### src/rtl/flash_prog_seq.sv
// Flash programming sequencer: issues JEDEC byte-program / sector-erase command
// sequences from CCTL-mapped registers and completes them by DQ7 data polling.
module flash_prog_seq (
  input  logic        phi2,
  input  logic        rst,
  input  logic        reg_wr,
  input  logic [2:0]  reg_a,
  input  logic [7:0]  reg_wdata,
  output logic [7:0]  reg_rdata,
  output logic        bus_req,
  input  logic        bus_gnt,
  output logic [18:0] fl_a,
  output logic [7:0]  fl_dq_o,
  output logic        fl_dq_oe,
  input  logic [7:0]  fl_dq_i,
  output logic        fl_ce_n,
  output logic        fl_oe_n,
  output logic        fl_we_n
);

  typedef enum logic [2:0] {
    StIdle, StReq, StSetup, StWe, StHold, StPollRd, StPollChk, StFinish
  } state_e;

  localparam logic [7:0]  CmdErase = 8'h30;
  localparam logic [20:0] TmoMax   = '1;

  state_e      state_q, state_d;
  logic [18:0] addr_q, addr_d;
  logic [7:0]  data_q, data_d;
  logic        busy_q, busy_d;
  logic        err_q, err_d;
  logic        done_q, done_d;
  logic        erase_q, erase_d;
  logic [2:0]  step_q, step_d;
  logic        dq7_q, dq7_d;
  logic        dq5_q, dq5_d;
  logic        dq5_seen_q, dq5_seen_d;
  logic [20:0] tmo_q, tmo_d;

  logic        bus_req_q, bus_req_d;
  logic [18:0] fl_a_q, fl_a_d;
  logic [7:0]  fl_dq_o_q, fl_dq_o_d;
  logic        fl_dq_oe_q, fl_dq_oe_d;
  logic        fl_ce_n_q, fl_ce_n_d;
  logic        fl_oe_n_q, fl_oe_n_d;
  logic        fl_we_n_q, fl_we_n_d;

  logic        wr_ok;
  logic        exp_dq7;
  logic [2:0]  last_step;
  logic [26:0] entry;
  logic        unused_dq;

  assign unused_dq = ^{fl_dq_i[6], fl_dq_i[4:0]};

  // {address, data} of one bus write within the command sequence
  function automatic logic [26:0] seq_entry(input logic        erase,
                                            input logic [2:0]  step,
                                            input logic [18:0] addr,
                                            input logic [7:0]  data);
    logic [18:0] a;
    logic [7:0]  d;
    a = '0;
    d = '0;
    if (erase) begin
      case (step)
        3'd0, 3'd3: begin a = 19'h05555; d = 8'hAA; end
        3'd1, 3'd4: begin a = 19'h02AAA; d = 8'h55; end
        3'd2:       begin a = 19'h05555; d = 8'h80; end
        default:    begin a = {addr[18:16], 16'h0000}; d = CmdErase; end
      endcase
    end else begin
      case (step)
        3'd0:    begin a = 19'h05555; d = 8'hAA; end
        3'd1:    begin a = 19'h02AAA; d = 8'h55; end
        3'd2:    begin a = 19'h05555; d = 8'hA0; end
        default: begin a = addr;      d = data;  end
      endcase
    end
    return {a, d};
  endfunction

  function automatic logic [18:0] poll_target(input logic erase, input logic [18:0] addr);
    return erase ? {addr[18:16], 16'h0000} : addr;
  endfunction

  assign wr_ok     = reg_wr && !busy_q;
  assign exp_dq7   = erase_q ? 1'b1 : data_q[7];
  assign last_step = erase_q ? 3'd5 : 3'd3;

  always_comb begin
    state_d    = state_q;
    addr_d     = addr_q;
    data_d     = data_q;
    busy_d     = busy_q;
    err_d      = err_q;
    done_d     = done_q;
    erase_d    = erase_q;
    step_d     = step_q;
    dq7_d      = dq7_q;
    dq5_d      = dq5_q;
    dq5_seen_d = dq5_seen_q;
    tmo_d      = tmo_q;

    if (reg_wr && reg_a == 3'd5 && reg_wdata[1]) err_d = 1'b0;

    if (wr_ok) begin
      case (reg_a)
        3'd0:    addr_d[7:0]   = reg_wdata;
        3'd1:    addr_d[15:8]  = reg_wdata;
        3'd2:    addr_d[18:16] = reg_wdata[2:0];
        3'd3:    data_d        = reg_wdata;
        default: ;
      endcase
    end

    case (state_q)
      StIdle: begin
        if (wr_ok && (reg_a == 3'd3 || (reg_a == 3'd4 && reg_wdata == CmdErase))) begin
          busy_d     = 1'b1;
          done_d     = 1'b0;
          erase_d    = (reg_a == 3'd4);
          step_d     = 3'd0;
          dq5_seen_d = 1'b0;
          state_d    = StReq;
        end
      end
      StReq:   if (bus_gnt) state_d = StSetup;
      StSetup: state_d = StWe;
      StWe:    state_d = StHold;
      StHold: begin
        if (step_q == last_step) begin
          tmo_d   = '0;
          state_d = StPollRd;
        end else begin
          step_d  = step_q + 3'd1;
          state_d = StSetup;
        end
      end
      StPollRd: begin
        dq7_d   = fl_dq_i[7];
        dq5_d   = fl_dq_i[5];
        if (tmo_q != TmoMax) tmo_d = tmo_q + 21'd1;
        state_d = StPollChk;
      end
      StPollChk: begin
        if (tmo_q != TmoMax) tmo_d = tmo_q + 21'd1;
        if (dq7_q == exp_dq7) begin
          done_d  = 1'b1;
          state_d = StFinish;
          if (!erase_q) addr_d = addr_q + 19'd1;
        end else if (dq5_seen_q || tmo_q == TmoMax) begin
          // DQ5 already granted its one confirming re-read, or polling ran out
          err_d   = 1'b1;
          state_d = StFinish;
        end else begin
          dq5_seen_d = dq5_q;
          state_d    = StPollRd;
        end
      end
      StFinish: state_d = StIdle;
      default:  state_d = StIdle;
    endcase

    if (!bus_gnt && state_q inside {StSetup, StWe, StHold, StPollRd, StPollChk}) begin
      err_d   = 1'b1;
      done_d  = 1'b0;
      addr_d  = addr_q;
      state_d = StFinish;
    end

    if (state_d == StFinish) busy_d = 1'b0;
  end

  // Outputs are decoded from the next state so they line up with state_q once registered.
  always_comb begin
    entry      = seq_entry(erase_d, step_d, addr_d, data_d);
    bus_req_d  = state_d inside {StReq, StSetup, StWe, StHold, StPollRd, StPollChk};
    fl_a_d     = '0;
    fl_dq_o_d  = '0;
    fl_dq_oe_d = 1'b0;
    fl_ce_n_d  = 1'b1;
    fl_oe_n_d  = 1'b1;
    fl_we_n_d  = 1'b1;
    case (state_d)
      StSetup, StWe, StHold: begin
        {fl_a_d, fl_dq_o_d} = entry;
        fl_ce_n_d  = 1'b0;
        fl_dq_oe_d = 1'b1;
        fl_we_n_d  = (state_d != StWe);
      end
      StPollRd: begin
        fl_a_d    = poll_target(erase_d, addr_d);
        fl_ce_n_d = 1'b0;
        fl_oe_n_d = 1'b0;
      end
      StPollChk: begin
        fl_a_d    = poll_target(erase_d, addr_d);
        fl_ce_n_d = 1'b0;
      end
      default: ;
    endcase
  end

  always_ff @(posedge phi2) begin
    if (rst) begin
      state_q    <= StIdle;
      addr_q     <= '0;
      data_q     <= '0;
      busy_q     <= 1'b0;
      err_q      <= 1'b0;
      done_q     <= 1'b0;
      erase_q    <= 1'b0;
      step_q     <= '0;
      dq7_q      <= 1'b0;
      dq5_q      <= 1'b0;
      dq5_seen_q <= 1'b0;
      tmo_q      <= '0;
      bus_req_q  <= 1'b0;
      fl_a_q     <= '0;
      fl_dq_o_q  <= '0;
      fl_dq_oe_q <= 1'b0;
      fl_ce_n_q  <= 1'b1;
      fl_oe_n_q  <= 1'b1;
      fl_we_n_q  <= 1'b1;
    end else begin
      state_q    <= state_d;
      addr_q     <= addr_d;
      data_q     <= data_d;
      busy_q     <= busy_d;
      err_q      <= err_d;
      done_q     <= done_d;
      erase_q    <= erase_d;
      step_q     <= step_d;
      dq7_q      <= dq7_d;
      dq5_q      <= dq5_d;
      dq5_seen_q <= dq5_seen_d;
      tmo_q      <= tmo_d;
      bus_req_q  <= bus_req_d;
      fl_a_q     <= fl_a_d;
      fl_dq_o_q  <= fl_dq_o_d;
      fl_dq_oe_q <= fl_dq_oe_d;
      fl_ce_n_q  <= fl_ce_n_d;
      fl_oe_n_q  <= fl_oe_n_d;
      fl_we_n_q  <= fl_we_n_d;
    end
  end

  // CMD is a write-only trigger and reads back as zero.
  always_comb begin
    case (reg_a)
      3'd0:    reg_rdata = addr_q[7:0];
      3'd1:    reg_rdata = addr_q[15:8];
      3'd2:    reg_rdata = {5'b0, addr_q[18:16]};
      3'd3:    reg_rdata = data_q;
      3'd5:    reg_rdata = {5'b0, done_q, err_q, busy_q};
      default: reg_rdata = 8'h00;
    endcase
  end

  assign bus_req  = bus_req_q;
  assign fl_a     = fl_a_q;
  assign fl_dq_o  = fl_dq_o_q;
  assign fl_dq_oe = fl_dq_oe_q;
  assign fl_ce_n  = fl_ce_n_q;
  assign fl_oe_n  = fl_oe_n_q;
  assign fl_we_n  = fl_we_n_q;

endmodule

### config.mk
export PLATFORM = sky130hd
export DESIGN_NAME = flash_prog_seq
export DESIGN_NICKNAME = d
export VERILOG_FILES = /design/src/rtl/flash_prog_seq.sv
export SDC_FILE = /design/constraint.sdc
export NUM_CORES = 1
export LEC_CHECK = 0
export ABC_CLOCK_PERIOD_IN_PS = 5850
export BUFFER_PORTS_ARGS = -buffer_cell sky130_fd_sc_hd__buf_4
export CORE_ASPECT_RATIO = 1.2
export CORE_MARGIN = 8
export CORE_UTILIZATION = 25
export CTS_BUF_LIST = sky130_fd_sc_hd__clkbuf_4 sky130_fd_sc_hd__clkbuf_8
export CTS_CLUSTER_DIAMETER = 50
export DETAILED_ROUTE_END_ITERATION = 6
export HOLD_SLACK_MARGIN = 0.03
export PLACE_DENSITY_LB_ADDON = 0.08
export SYNTH_ARGS = -nofsm -noshare
export SYNTH_HDL_FRONTEND = slang
export SYNTH_SLANG_ARGS = --single-unit
### constraint.sdc
create_clock -name phi2 -period 5.85 [get_ports phi2]
set_input_delay 0.585 -clock phi2 [delete_from_list [all_inputs] [get_ports phi2]]
set_output_delay 0.585 -clock phi2 [all_outputs]
set_load 0.03 [all_outputs]
; ---- Word-level counts from Yosys, hierarchy flattened
; Index checks and enable logic that the tools add are counted.
[classes]
add_sub_neg = 3
n_eq_ne = 35
muxes = 50
bitwise_logic = 1
reduce_logical = 32
[ops]
columns = op, count
row1 = 19-bit 2-to-1 mux, 6
row2 = 19-bit one-hot mux with 2 select lines, 3
row3 = 8-bit one-hot mux with 3 select lines, 2
row4 = 21-bit 2-to-1 mux, 2
row5 = 21-bit one-hot mux with 2 select lines, 1
row6 = 8-bit 2-to-1 mux, 5
row7 = 8-bit one-hot mux with 5 select lines, 1
row8 = "3-bit == test, second input constant", 11
row9 = "3-bit by 2-bit == test with 1-bit output, second input constant", 8
row10 = 3-bit 2-to-1 mux, 8
row11 = 3-bit one-hot mux with 8 select lines, 1
row12 = "21-bit by 1-bit adder with 21-bit output, second input constant", 1
row13 = "21-bit == test, second input constant", 1
row14 = "21-bit != test, second input constant", 1
row15 = "19-bit by 1-bit adder with 19-bit output, second input constant", 1
row16 = 16-bit 2-to-1 mux, 1
row17 = 2-bit OR reduction, 8
row18 = 1-bit 2-to-1 mux, 15
row19 = "3-bit by 1-bit == test with 1-bit output, second input constant", 4
row20 = "2-bit != test, second input constant", 5
row21 = 3-bit logical NOT, 3
row22 = "8-bit by 6-bit == test with 1-bit output, second input constant", 1
row23 = 1-bit logical AND, 6
row24 = 3-bit one-hot mux with 2 select lines, 1
row25 = 18 further kinds, 25
[word_totals]
reg_bits = 93
inputBits = 23
out_inout_bits = 40

; ---- Longest topological paths before layout
; Gate-level depths: netlist (run 1).
[depth]
depth_word = 11
ltp_mapped = 11

; ---- Worst setup path after synthesis (run 1)
; Ideal clock, no wire load.
[synth_timing]
path_type = input port to flip-flop
startpoint = in reg_a[1]
endpoint = reg fl_a_q[5] (netlist: fl_a[5])
t_arrival_ns = 2.316
required_ns = 5.736
path_slack_ns = 3.420
path_stages = 10
path_cell_list = buf_6 nand3b_1 nor3b_2 buf_6 o31ai_4 a21boi_2 a21oi_1 a2bb2oi_2 nor2_1 a21o_1
[synth_via]
elab_chain_cells = 11
elab_cells_between_ends = 39
cone_classes = eq/ne (11) / mux (18) / reduce/logical (10)
[synth_rtl]
columns = item, line
row1 = start: declaration, 7  ; input logic [2:0] reg_a,
row2 = 3-bit == test, "120, 123"
row3 = 1-bit logical AND, 120  ; if (wr_ok && (reg_a == 3'd3 || (reg_a == 3'd4 && reg_wdata == CmdErase))) begin
row4 = 1-bit logical OR, 120
row5 = 1-bit logical AND, 120
row6 = 3-bit 2-to-1 mux, 120
row7 = 3-bit one-hot mux with 2 select lines, 118  ; case (state_q)
row8 = "3-bit by 2-bit == test with 1-bit output, or another cell as far along", "67, 74"
row9 = "3-bit OR reduction (no line), or another cell as far along", --
row10 = "19-bit one-hot mux with 2 select lines, on equally long branches", "67, 74"
row11 = 19-bit 2-to-1 mux, 66  ; if (erase) begin
row12 = 19-bit one-hot mux with 2 select lines (*), 186  ; case (state_d)
row13 = end signal: assignment, 241  ; fl_a_q <= fl_a_d;
row14 = end: declaration, 42  ; logic [18:0] fl_a_q, fl_a_d;
; Every way passes the cells marked *; elsewhere a longest branch is shown, timed or not.
; A chain may end at the register's enable or synchronous reset.

; ---- Worst setup path after layout (run 1)
[layout_timing]
startpoint = reg state_q[2]
endpoint = reg fl_a_q[14] (netlist: fl_a[14])
[layout_via]
elab_chain_cells = 7
elab_cells_between_ends = 38
cone_classes = eq/ne (16) / mux (13) / reduce/logical (9)
[layout_rtl]
columns = item, line
row1 = start: declaration, 28  ; state_e state_q, state_d;
row2 = start signal: assignment, 208  ; state_q <= StIdle;
row3 = start signal: assignment, 228  ; state_q <= state_d;
row4 = "3-bit == test, or another cell as far along", "118, 166"
row5 = 3-bit one-hot mux with 2 select lines or 5-bit nonzero test (tied branches), "118, 166"
row6 = "3-bit by 2-bit == test with 1-bit output, or another cell as far along", "67, 74"
row7 = "3-bit OR reduction (no line), or another cell as far along", --
row8 = "19-bit one-hot mux with 2 select lines, or another cell as far along", 67  ; case (step)
row9 = "19-bit 2-to-1 mux, or another cell as far along", 66
row10 = 19-bit one-hot mux with 2 select lines (*), 186
; Marks and branches as above.

==> flow_summary_export.csv, run 1 <==
group,metric,value,unit
die,design.die.area,0.0245,mm²
yosys,synth_area_leaders,"dfxtp_1 (38%), nor2_1 (6.4%), a21oi_1 (5.2%), nand2_1 (4.7%), o21ai_0 (4.3%)",
pwr,power_density,343,mW/mm²
flow_run,cap_violations,0,
sta,tightest_slew,1.17,ns
global_route,antenna_found_initial,0,
worst_setup_path,max_stage_delay,1.02,ns
worst_setup_path,cp-end-kind,"flop",
detailed_routing,avgRoutedWirePerCell,17.5,µm
clocking,post_cts_buffers,0,
clocking,holdBufCountCts,0,
sta,fin_skew,0.00933,ns
worst_setup_path,cp.arrival,3.58,ns
cells_and_area,nets,685,
yosys,ys_types,75,
sta,drv_slew,0,
clocking,ctsResizeCount,0,
detailed_routing,drc,0,
sta,rsz0062_at_grt,"false",
detailed_routing,drt_iter0_drc,331,
cells_and_area,area_delta_synth_final,17.9,%
yosys,yosysTopAreaCellShare,37.8,%
pwr,p_int,1.23,mW
yosys,ys_ff_latch,93,
die,rows,56,
sta,fmax,0.305,GHz
clocking,root_buffer,"clkbuf_8",
yosys,synth_area,0.00492,mm²
sta,period_share,56.0,%
sta,setup_tns,0,ns
die,core-area,0.0194,mm²
pwr,sw_frac_of_total,38.3,%
run_status,outcome,"finished clean",
global_route,grt_pass1_vias,4474,
worst_setup_path,path_max_fanout,16,
global_route,grt_start_max_net_pins,38,
global_route,grt-ovfl-total,0,
placed_design,dp_hpwl,12.1,mm
yosys,synth-main-ff-cell,"dfxtp_1",
pwr,power_leakage,2.13,nW
die,die_x,144,µm
pwr,power_frac_clock,25.1,%
pwr,switchingPower,0.762,mW
sta,setup-violations-final,0,
die,ios,63,
die,dieHeight,170,µm
yosys,synthCells,614,
clocking,cts.sinks,93,
placed_design,finalWeightedCongestion,0.856,
pwr,seq_power_share,39.0,%
sta,finalHoldViolations,0,
cells_and_area,regArea,0.00186,mm²
detailed_routing,via_count,4525,
yosys,syn_avg_cell_area,8.02,µm²
worst_setup_path,critPathSlowestCell,"nor3_1",
yosys,synth-warning-count,0,
cells_and_area,diodes,0,
placed_design,port_buffers,56,
clocking,htreeDepth,3,
global_route,grt_usage,13.5,%
clocking,cts_tree,"built",
worst_setup_path,crit_required,6.15,ns
sta,max_slew_margin,21.7,%
yosys,seq_area_frac_synth,37.8,%
global_route,grt_first_pass_wirelength,25.3,mm
yosys,yosys.area.top_type,"dfxtp_1",
yosys,synth-edff-count,0,
min_path,hold_class,"flop to flop",
yosys,async_reset_ff_share,0,%
die,start_util,25.4,%
detailed_routing,routed_wl,16.2,mm
yosys,synth_nets,640,
worst_setup_path,critical_path.cell_chain,"nand4bb_1 > nor3_1 > nand2_1 > a21oi_1 > o22ai_1 > a31oi_1 > nand3_1 > o21ai_0",
pwr,combinationalPowerShare,36.0,%
clocking,clk_transition_reported_paths,0.09,ns
worst_setup_path,critPathTopFamily,"simple AND/OR/NAND/NOR gates",
detailed_routing,vias_per_cell,4.89,
detailed_routing,ant_nets,0,
clocking,clk_latency,0.38,ns
cells_and_area,fillers,2115,
clocking,cts_buffers,9,
worst_setup_path,crit_type,"flop to flop",
worst_setup_path,cp_num_buf_inv,0,
clocking,clock_path_buffers,2,
pwr,fin_total_pwr,1.99,mW
cells_and_area,multi_input_area,0.00289,mm²
cells_and_area,layout-drive-gt1-share,16.3,%
pwr,ir_drop,0.154,mV
sta,period_minus_slack,3.28,ns
worst_setup_path,worst_setup_path_start_kind,"flop",
detailed_routing,drt-pass1-iter-count,7,
-- registers in the layout, summed over array words and instances (netlist names), 3 cells and up --
| register | count |
|---|---|
| state_q | 3 |
| fl_dq_o | 8 |
| data_q | 8 |
| step_q | 3 |
| fl_a | 19 |
| addr_q | 19 |
| tmo_q | 21 |
-- per-stage QoR --
step	utilization, %	hold WS, ns	instance area [µm²]	worst slack, ns	std cells
6_report	29.9	0.468	5800	2.57	925
3_5_place_dp	28.7	0.456	5580	2.53	909
4_1_cts	29.9	0.450	5800	2.63	925
3_3_place_gp	28.7	0.453	5580	2.52	909
5_1_grt	29.9	0.456	5800	2.31	925
2_1_floorplan	-	0.437	4920	3.42	614
-- synth_stat cells (all sizes together) (3+ instances only) --
library cell / n
dfxtp: 93
nor2: 84
nand2: 62
a21oi: 51
o21ai: 50
nand3: 33
nor3: 19
xor2: 17
clkbuf: 16
mux2i: 16
and2: 14
o22ai: 12
buf: 11
inv: 11
or2: 10
a31oi: 9
nand4: 9
a21o: 7
or3: 7
a22oi: 6
nor2b: 6
a211oi: 5
and4: 5
mux2: 5
nor3b: 5
nand2b: 4
and3: 3
ha: 3
nand3b: 3
o22a: 3
xnor2: 3
-- metal layers --
layer  global-route usage [%]  vias to the layer above  wire length (µm)
li1                         -                     2288                 -
met1                     17.4                     2101              7730
met2                     21.3                      108              7330
met3                     2.70                       28               678
met4                     5.86                        0               467
met5                        0                        -                 0
-- cells in the final DEF (no fill, tap or decap), drive strengths merged, types with 9 or more instances in the layout --
cell	netlist	layout
nand4	9	9
buf	11	61
o21ai	50	50
a21oi	51	51
and2	14	14
dfxtp	93	93
clkbuf	16	11
or2	10	10
inv	11	11
mux2i	16	16
nand3	33	33
xor2	17	17
a31oi	9	9
nand2	62	62
o22ai	12	12
nor2	84	84
nor3	19	19
-- logic make-up after synthesis --
family,after synthesis,share of synthesized area (%)
xor+xnor,20,3.56
simple gates,273,28.8
fa+ha+maj,3,0.763
flops,93,37.8
buf+inv,38,3.51
compound gates,166,21.1
mux,21,4.47
-- area by class of cell --
| class | instances | share of cell area (%) |
|---|---|---|
| Sequential cell | 93 | 32.1 |
| Inverter | 11 | 0.711 |
| Clock buffer | 11 | 2.50 |
| Clock inverter | 5 | 1.44 |
| Tap cell | 261 | 5.63 |
| Timing Repair Buffer | 61 | 7.89 |
| Multi-Input combinational cell | 483 | 49.8 |
-- worst min-delay path, delay by kind of cell, from the launching register on --
family / cells / cell delay, ns
flip-flops: 1 / 0.32
AND/OR/NAND/NOR: 1 / 0.05
AO/OA/AOI/OAI: 1 / 0.05
-- power groups by stage --
| stage | clock (mW) | combinational [mW] | sequential, mW |
|---|---|---|---|
| final | 0.499 | 0.716 | 0.776 |
| after global placement | 0 | 0.723 | 0.789 |
| after floorplan | 0 | 0.424 | 0.860 |
| after CTS | 0.523 | 0.724 | 0.775 |
| after detailed placement | 0 | 0.720 | 0.787 |
| after global routing | 0.551 | 0.781 | 0.786 |
-- path summary, 6_finish.rpt --
check / start / to / cells past startpoint / slack, ns
worst max-delay path: state_q[2] / fl_a[14] / 8 / 2.57
worst min-delay path: dq5_q / dq5_q / 2 / 0.47
worst max register to register: state_q[2] / fl_a[14] / 8 / 2.57
worst min register to register: dq5_q / dq5_q / 2 / 0.47
No activity file was read; power rests on OpenSTA's default activity.
==> run 2: changes to the inputs <==
ABC_AREA = 1   (was default)
ABC_CLOCK_PERIOD_IN_PS = 2900   (was 5850)
clock period = 2.9 ns   (was 5.85 ns; I/O delays follow)
==> flow_summary_export.csv, run 2 <==
group,metric,value,unit
clocking,post_cts_buffers,0,
sta,tightest_slew,0.739,ns
yosys,synth_area_leaders,"dfxtp_1 (35%), nand2_1 (17%), inv_1 (6.4%), nor2_1 (6.1%), nand3_1 (5.8%)",
yosys,syn_avg_cell_area,6.46,µm²
worst_setup_path,max_stage_delay,0.37,ns
sta,period_minus_slack,2.43,ns
pwr,power_leakage,2.74,nW
pwr,ir_drop,0.378,mV
detailed_routing,ant_nets,0,
sta,rsz0062_at_grt,"false",
yosys,seq_area_frac_synth,35.0,%
yosys,synth-warning-count,0,
min_path,whs_endpoint,"dq5_q",
worst_setup_path,critPathSlowestCell,"dfxtp_1",
global_route,grt-ovfl-total,0,
pwr,power_density,817,mW/mm²
detailed_routing,drt-pass1-iter-count,6,
sta,finalHoldViolations,0,
worst_setup_path,crit_top_cell,"nand2_1",
yosys,synth_area,0.00531,mm²
die,start_util,25.4,%
die,rows,58,
min_path,hold_class,"input pin to flop",
global_route,grt_usage,14.7,%
cells_and_area,regMostFlops,"tmo_q",
worst_setup_path,critical_path.cell_chain,"ha_1 > nand2_1 > nor2_1 > nand2_1 > nor2_1 > nand2_1 > nand3_1 > a21oi_2 > nand2_1 > nand2_4 > nand3_2 > inv_2 > nand2_1 > nand2_1",
global_route,grt_pass1_vias,5489,
die,die_x,149,µm
worst_setup_path,reg2reg_from,"tmo_q[0]",
min_path,min_path_cells,3,
run_status,outcome,"finished clean",
die,core-area,0.0209,mm²
global_route,antenna_found_initial,0,
detailed_routing,via_count,5412,
global_route,grt_first_pass_wirelength,30.0,mm
die,dieHeight,176,µm
min_path,hp-start,"fl_dq_i[5]",
yosys,synth_most_common_cell,"nand2_1",
worst_setup_path,worst_setup_path_start_kind,"flop",
clocking,htreeDepth,3,
placed_design,finalWeightedCongestion,0.890,
sta,fin_skew,0.0164,ns
placed_design,port_buffers,56,
worst_setup_path,crit_required,3.23,ns
yosys,synth_nets,849,
clocking,cts.sinks,93,
clocking,clk_latency,0.39,ns
cells_and_area,nets,912,
cells_and_area,diodes,0,
sta,max_slew_margin,50.3,%
sta,setup_tns,0,ns
yosys,async_reset_ff_share,0,%
yosys,synth-main-ff-cell,"dfxtp_1",
clocking,clock_path_buffers,2,
flow_run,cap_violations,0,
die,ios,63,
clocking,cts_tree,"built",
cells_and_area,layout_common_cells,"nand2_1 (236), dfxtp_1 (93), inv_1 (90)",
detailed_routing,drc,0,
detailed_routing,routed_wl,18.8,mm
cells_and_area,final_common_cell,"nand2_1",
worst_setup_path,reg2regPathDepth,14,
detailed_routing,avgRoutedWirePerCell,16.2,µm
worst_setup_path,crit_type,"flop to flop",
sta,fmax,0.412,GHz
placed_design,dp_hpwl,14.6,mm
sta,period_share,83.8,%
cells_and_area,fillers,2387,
sta,drv_slew,0,
yosys,yosys.area.top_type,"dfxtp_1",
clocking,holdBufCountCts,0,
yosys,synth-edff-count,0,
yosys,yosysTopAreaCellShare,35.0,%
worst_setup_path,path_max_fanout,11,
clocking,ctsResizeCount,0,
cells_and_area,largest_reg_flops,21,
pwr,fin_total_pwr,5.14,mW
die,design.die.area,0.0262,mm²
worst_setup_path,reg2reg_to,"fl_a[1]",
cells_and_area,area_delta_synth_final,18.4,%
global_route,grt_start_max_net_pins,38,
clocking,clk_transition_reported_paths,0.10,ns
worst_setup_path,cp-end-kind,"flop",
worst_setup_path,cp.arrival,2.76,ns
clocking,root_buffer,"clkbuf_8",
detailed_routing,vias_per_cell,4.66,
worst_setup_path,r2r_slack,0.47,ns
yosys,ys_types,49,
sta,setup-violations-final,0,
cells_and_area,layout-drive-gt1-share,15.3,%
yosys,ys_top_cells_by_count,"nand2_1 (236), dfxtp_1 (93), inv_1 (90)",
yosys,synthCells,823,
yosys,ys_ff_latch,93,
clocking,cts_buffers,9,
detailed_routing,drt_iter0_drc,284,
## run 2: cell types whose count changed after synthesis, sizes merged, moves of 10 or more
cell	previous run	this run
and2	14	0
inv	11	102
mux2i	16	0
nand4	9	25
xor2	17	4
nand2	62	247
nor2	84	97
nand3	33	65
clkbuf	16	6
## run 2: worst max-delay path, delay by kind of cell, from the launching register on
| family | cells | cell delay, ns |
|---|---|---|
| flops | 1 | 0.37 |
| simple gates | 11 | 1.24 |
| buf+inv | 1 | 0.22 |
| compound gates | 1 | 0.30 |
| fa+ha+maj | 1 | 0.22 |
## run 2: worst max path at each step
| stage | start | to | slack, ns | cells after the start |
|---|---|---|---|---|
| 3_3_place_gp | tmo_q[0] | fl_a[2] | 0.49 | 14 |
| 2_1_floorplan | tmo_q[0] | fl_a[7] | 0.97 | 15 |
| 5_1_grt | tmo_q[0] | fl_a[0] | 0.21 | 14 |
| 6_report | tmo_q[0] | fl_a[1] | 0.47 | 14 |
| 4_1_cts | tmo_q[0] | fl_a[1] | 0.42 | 14 |
| 3_5_place_dp | tmo_q[0] | fl_a[6] | 0.45 | 14 |
## run 2: cell families after synthesis
logic type      synth area share (%)
compound gates                  14.7
simple gates                    38.5
xor+xnor                        1.48
fa+ha+maj                      0.707
buf+inv                         9.37
mux                            0.212
flops                           35.0
## run 2: through the flow
step	cell area, µm²	setup slack, ns	util [%]	hold slack (ns)	cells
finish	6290	0.471	30.1	0.192	1161
CTS	6290	0.419	30.1	0.170	1161
detailed placement	6080	0.454	29.1	0.462	1145
global route	6290	0.214	30.1	0.188	1161
floorplan	5310	0.969	-	0.439	823
global placement	6080	0.492	29.1	0.456	1145
## run 2: cell type report
type / count / area (µm²) / share of cell area [%]
clock buffers: 10 / 138 / 2.19
clock inverters: 6 / 68.8 / 1.09
inverters: 104 / 392 / 6.23
multi-input cells: 606 / 2950 / 46.9
flip-flops and latches: 93 / 1860 / 29.6
well taps: 270 / 338 / 5.37
repair buffers: 72 / 541 / 8.59
## run 2: power breakdown
| part | total, mW | switching (mW) | internal [mW] |
|---|---|---|---|
| Sequential | 1.67 | 0.170 | 1.50 |
| Clock | 0.948 | 0.519 | 0.429 |
| Combinational | 2.53 | 1.78 | 0.751 |
| Total | 5.14 | 2.47 | 2.68 |
## run 2: metal layers
layer	vias to the layer above	share of wire (%)	GRT usage, %
met3	21	3.7	2.45
met4	0	2.6	6.15
li1	2814	-	-
met1	2472	46	17.9
met2	105	48	25.0
met5	-	0	0
==> run 3: changes to the inputs <==
ABC_AREA = 0   (was 1)
ABC_CLOCK_PERIOD_IN_PS = 2200   (was 2900)
clock period = 2.2 ns   (was 2.9 ns; I/O delays follow)
==> flow_summary_export.csv, run 3 (synthesis gave the netlist of run 1 again) <==
group,metric,value,unit
worst_setup_path,max_stage_delay,0.46,ns
cells_and_area,layout-drive-gt1-share,44.4,%
sta,setup_tns,-0.891,ns
worst_setup_path,cp-end-kind,"flop",
global_route,grt-ovfl-total,0,
clocking,cts_buffers,9,
cells_and_area,layout_common_cells,"buf_4 (222), dfxtp_1 (80), nor2_1 (75)",
sta,drv_slew,0,
pwr,power_leakage,3.14,nW
detailed_routing,avgRoutedWirePerCell,17.2,µm
clocking,clk_latency,0.38,ns
cells_and_area,regMostFlops,"tmo_q",
clocking,clk_transition_reported_paths,0.10,ns
cells_and_area,nets,864,
worst_setup_path,worst_setup_path_start_kind,"flop",
detailed_routing,drt_iter0_drc,294,
clocking,holdBufCountCts,0,
detailed_routing,vias_per_cell,4.78,
worst_setup_path,path_max_fanout,7,
placed_design,port_buffers,56,
detailed_routing,drt-pass1-iter-count,4,
sta,setup_ws,-0.0977,ns
sta,fmax,0.435,GHz
sta,max_slew_margin,69.6,%
clocking,clock_path_buffers,2,
die,rows,56,
detailed_routing,routed_wl,19.0,mm
cells_and_area,largest_reg_flops,21,
cells_and_area,finalNonFillerCells,1104,
clocking,root_buffer,"clkbuf_8",
global_route,grt_usage,15.8,%
sta,fin_skew,0.0191,ns
worst_setup_path,critical_path.cell_chain,"nand2b_4 > or2_4 > nor4_4 > buf_4 > or2_4 > a21o_4 > nand2_4 > or3_4 > o21ai_1",
sta,hold_ws,0.0870,ns
sta,finalHoldViolations,0,
detailed_routing,drc,0,
worst_setup_path,crit_top_cell,"or2_4",
sta,setup-violations-final,18,
placed_design,finalWeightedCongestion,0.892,
die,core-area,0.0194,mm²
worst_setup_path,cp.arrival,2.61,ns
cells_and_area,area_delta_synth_final,56.9,%
global_route,grt_first_pass_wirelength,29.5,mm
sta,period_share,104,%
clocking,htreeDepth,3,
worst_setup_path,crit_required,2.51,ns
clocking,cts.sinks,93,
global_route,antenna_found_initial,0,
worst_setup_path,critPathSlowestCell,"or3_4",
global_route,grt_pass1_vias,5368,
cells_and_area,final_common_cell,"buf_4",
worst_setup_path,crit_type,"flop to flop",
placed_design,dp_hpwl,14.8,mm
die,die_x,144,µm
cells_and_area,diodes,0,
die,dieHeight,170,µm
sta,period_minus_slack,2.30,ns
die,start_util,25.4,%
min_path,hold_class,"input pin to flop",
die,design.die.area,0.0245,mm²
run_status,violations,"negative setup slack",
placed_design,dp.cells,1067,
pwr,ir_drop,0.468,mV
run_status,outcome,"finished, violations left",
clocking,cts_tree,"built",
sta,rsz0062_at_grt,"true",
pwr,power_density,877,mW/mm²
pwr,fin_total_pwr,6.77,mW
detailed_routing,ant_nets,0,
sta,tightest_slew,0.444,ns
die,ios,63,
global_route,grt_start_max_net_pins,22,
detailed_routing,via_count,5275,
flow_run,cap_violations,0,
[run 3: report_power, final]
part,switching (mW),internal [mW]
clock network,0.663,0.549
registers,0.130,1.89
logic,1.78,1.75
total,2.58,4.20
[run 3: through the flow]
stage | cell area (µm²) | util, % | setup WS, ns
2_1_floorplan | 4920 | - | 0.0158
6_report | 7720 | 39.8 | -0.0977
3_3_place_gp | 6790 | 35.0 | -0.303
5_1_grt | 7720 | 39.8 | -0.185
3_5_place_dp | 6790 | 35.0 | -0.280
4_1_cts | 7250 | 37.3 | -0.0952
[run 3: metal layers]
layer  track usage (%)  share of wire [%]  vias to the layer above
met2              27.3                 50                       85
li1                  -                  -                     2649
met3              2.50                3.3                       24
met5                 0                  0                        -
met4              5.41                2.1                        0
met1              19.4                 45                     2517
[run 3: final cells by class]
cell class	instances	area, µm²
Inverter	11	48.8
Multi-Input combinational cell	483	3350
Tap cell	261	327
Sequential cell	93	1890
Clock inverter	6	71.3
Fill cell	2031	11700
Timing Repair Buffer	240	1900
Clock buffer	10	131
[run 3: worst paths after layout]
kind                                  from       end  cells past startpoint  slack, ns
worst max register to register  state_q[0]  fl_a[10]                      9       -0.1
worst min-delay path            fl_dq_i[7]     dq7_q                      3       0.09
worst max-delay path            state_q[0]  fl_a[10]                      9       -0.1
worst min register to register       dq5_q     dq5_q                      2       0.47
[run 3: what timing repair did]
item	CTS	global route
pin swaps	13	33
setup buffers	11	14
resized for setup	45	104
setup endpoints to repair	42	44
endpoints found under the hold margin	0	0
[run 3: critical path: cells and delay by family, from the launching register on]
| family | cells | cell delay, ns |
|---|---|---|
| AO/OA/AOI/OAI | 2 | 0.29 |
| AND/OR/NAND/NOR | 6 | 1.40 |
| flip-flops | 1 | 0.38 |
| buffers and inverters | 1 | 0.17 |
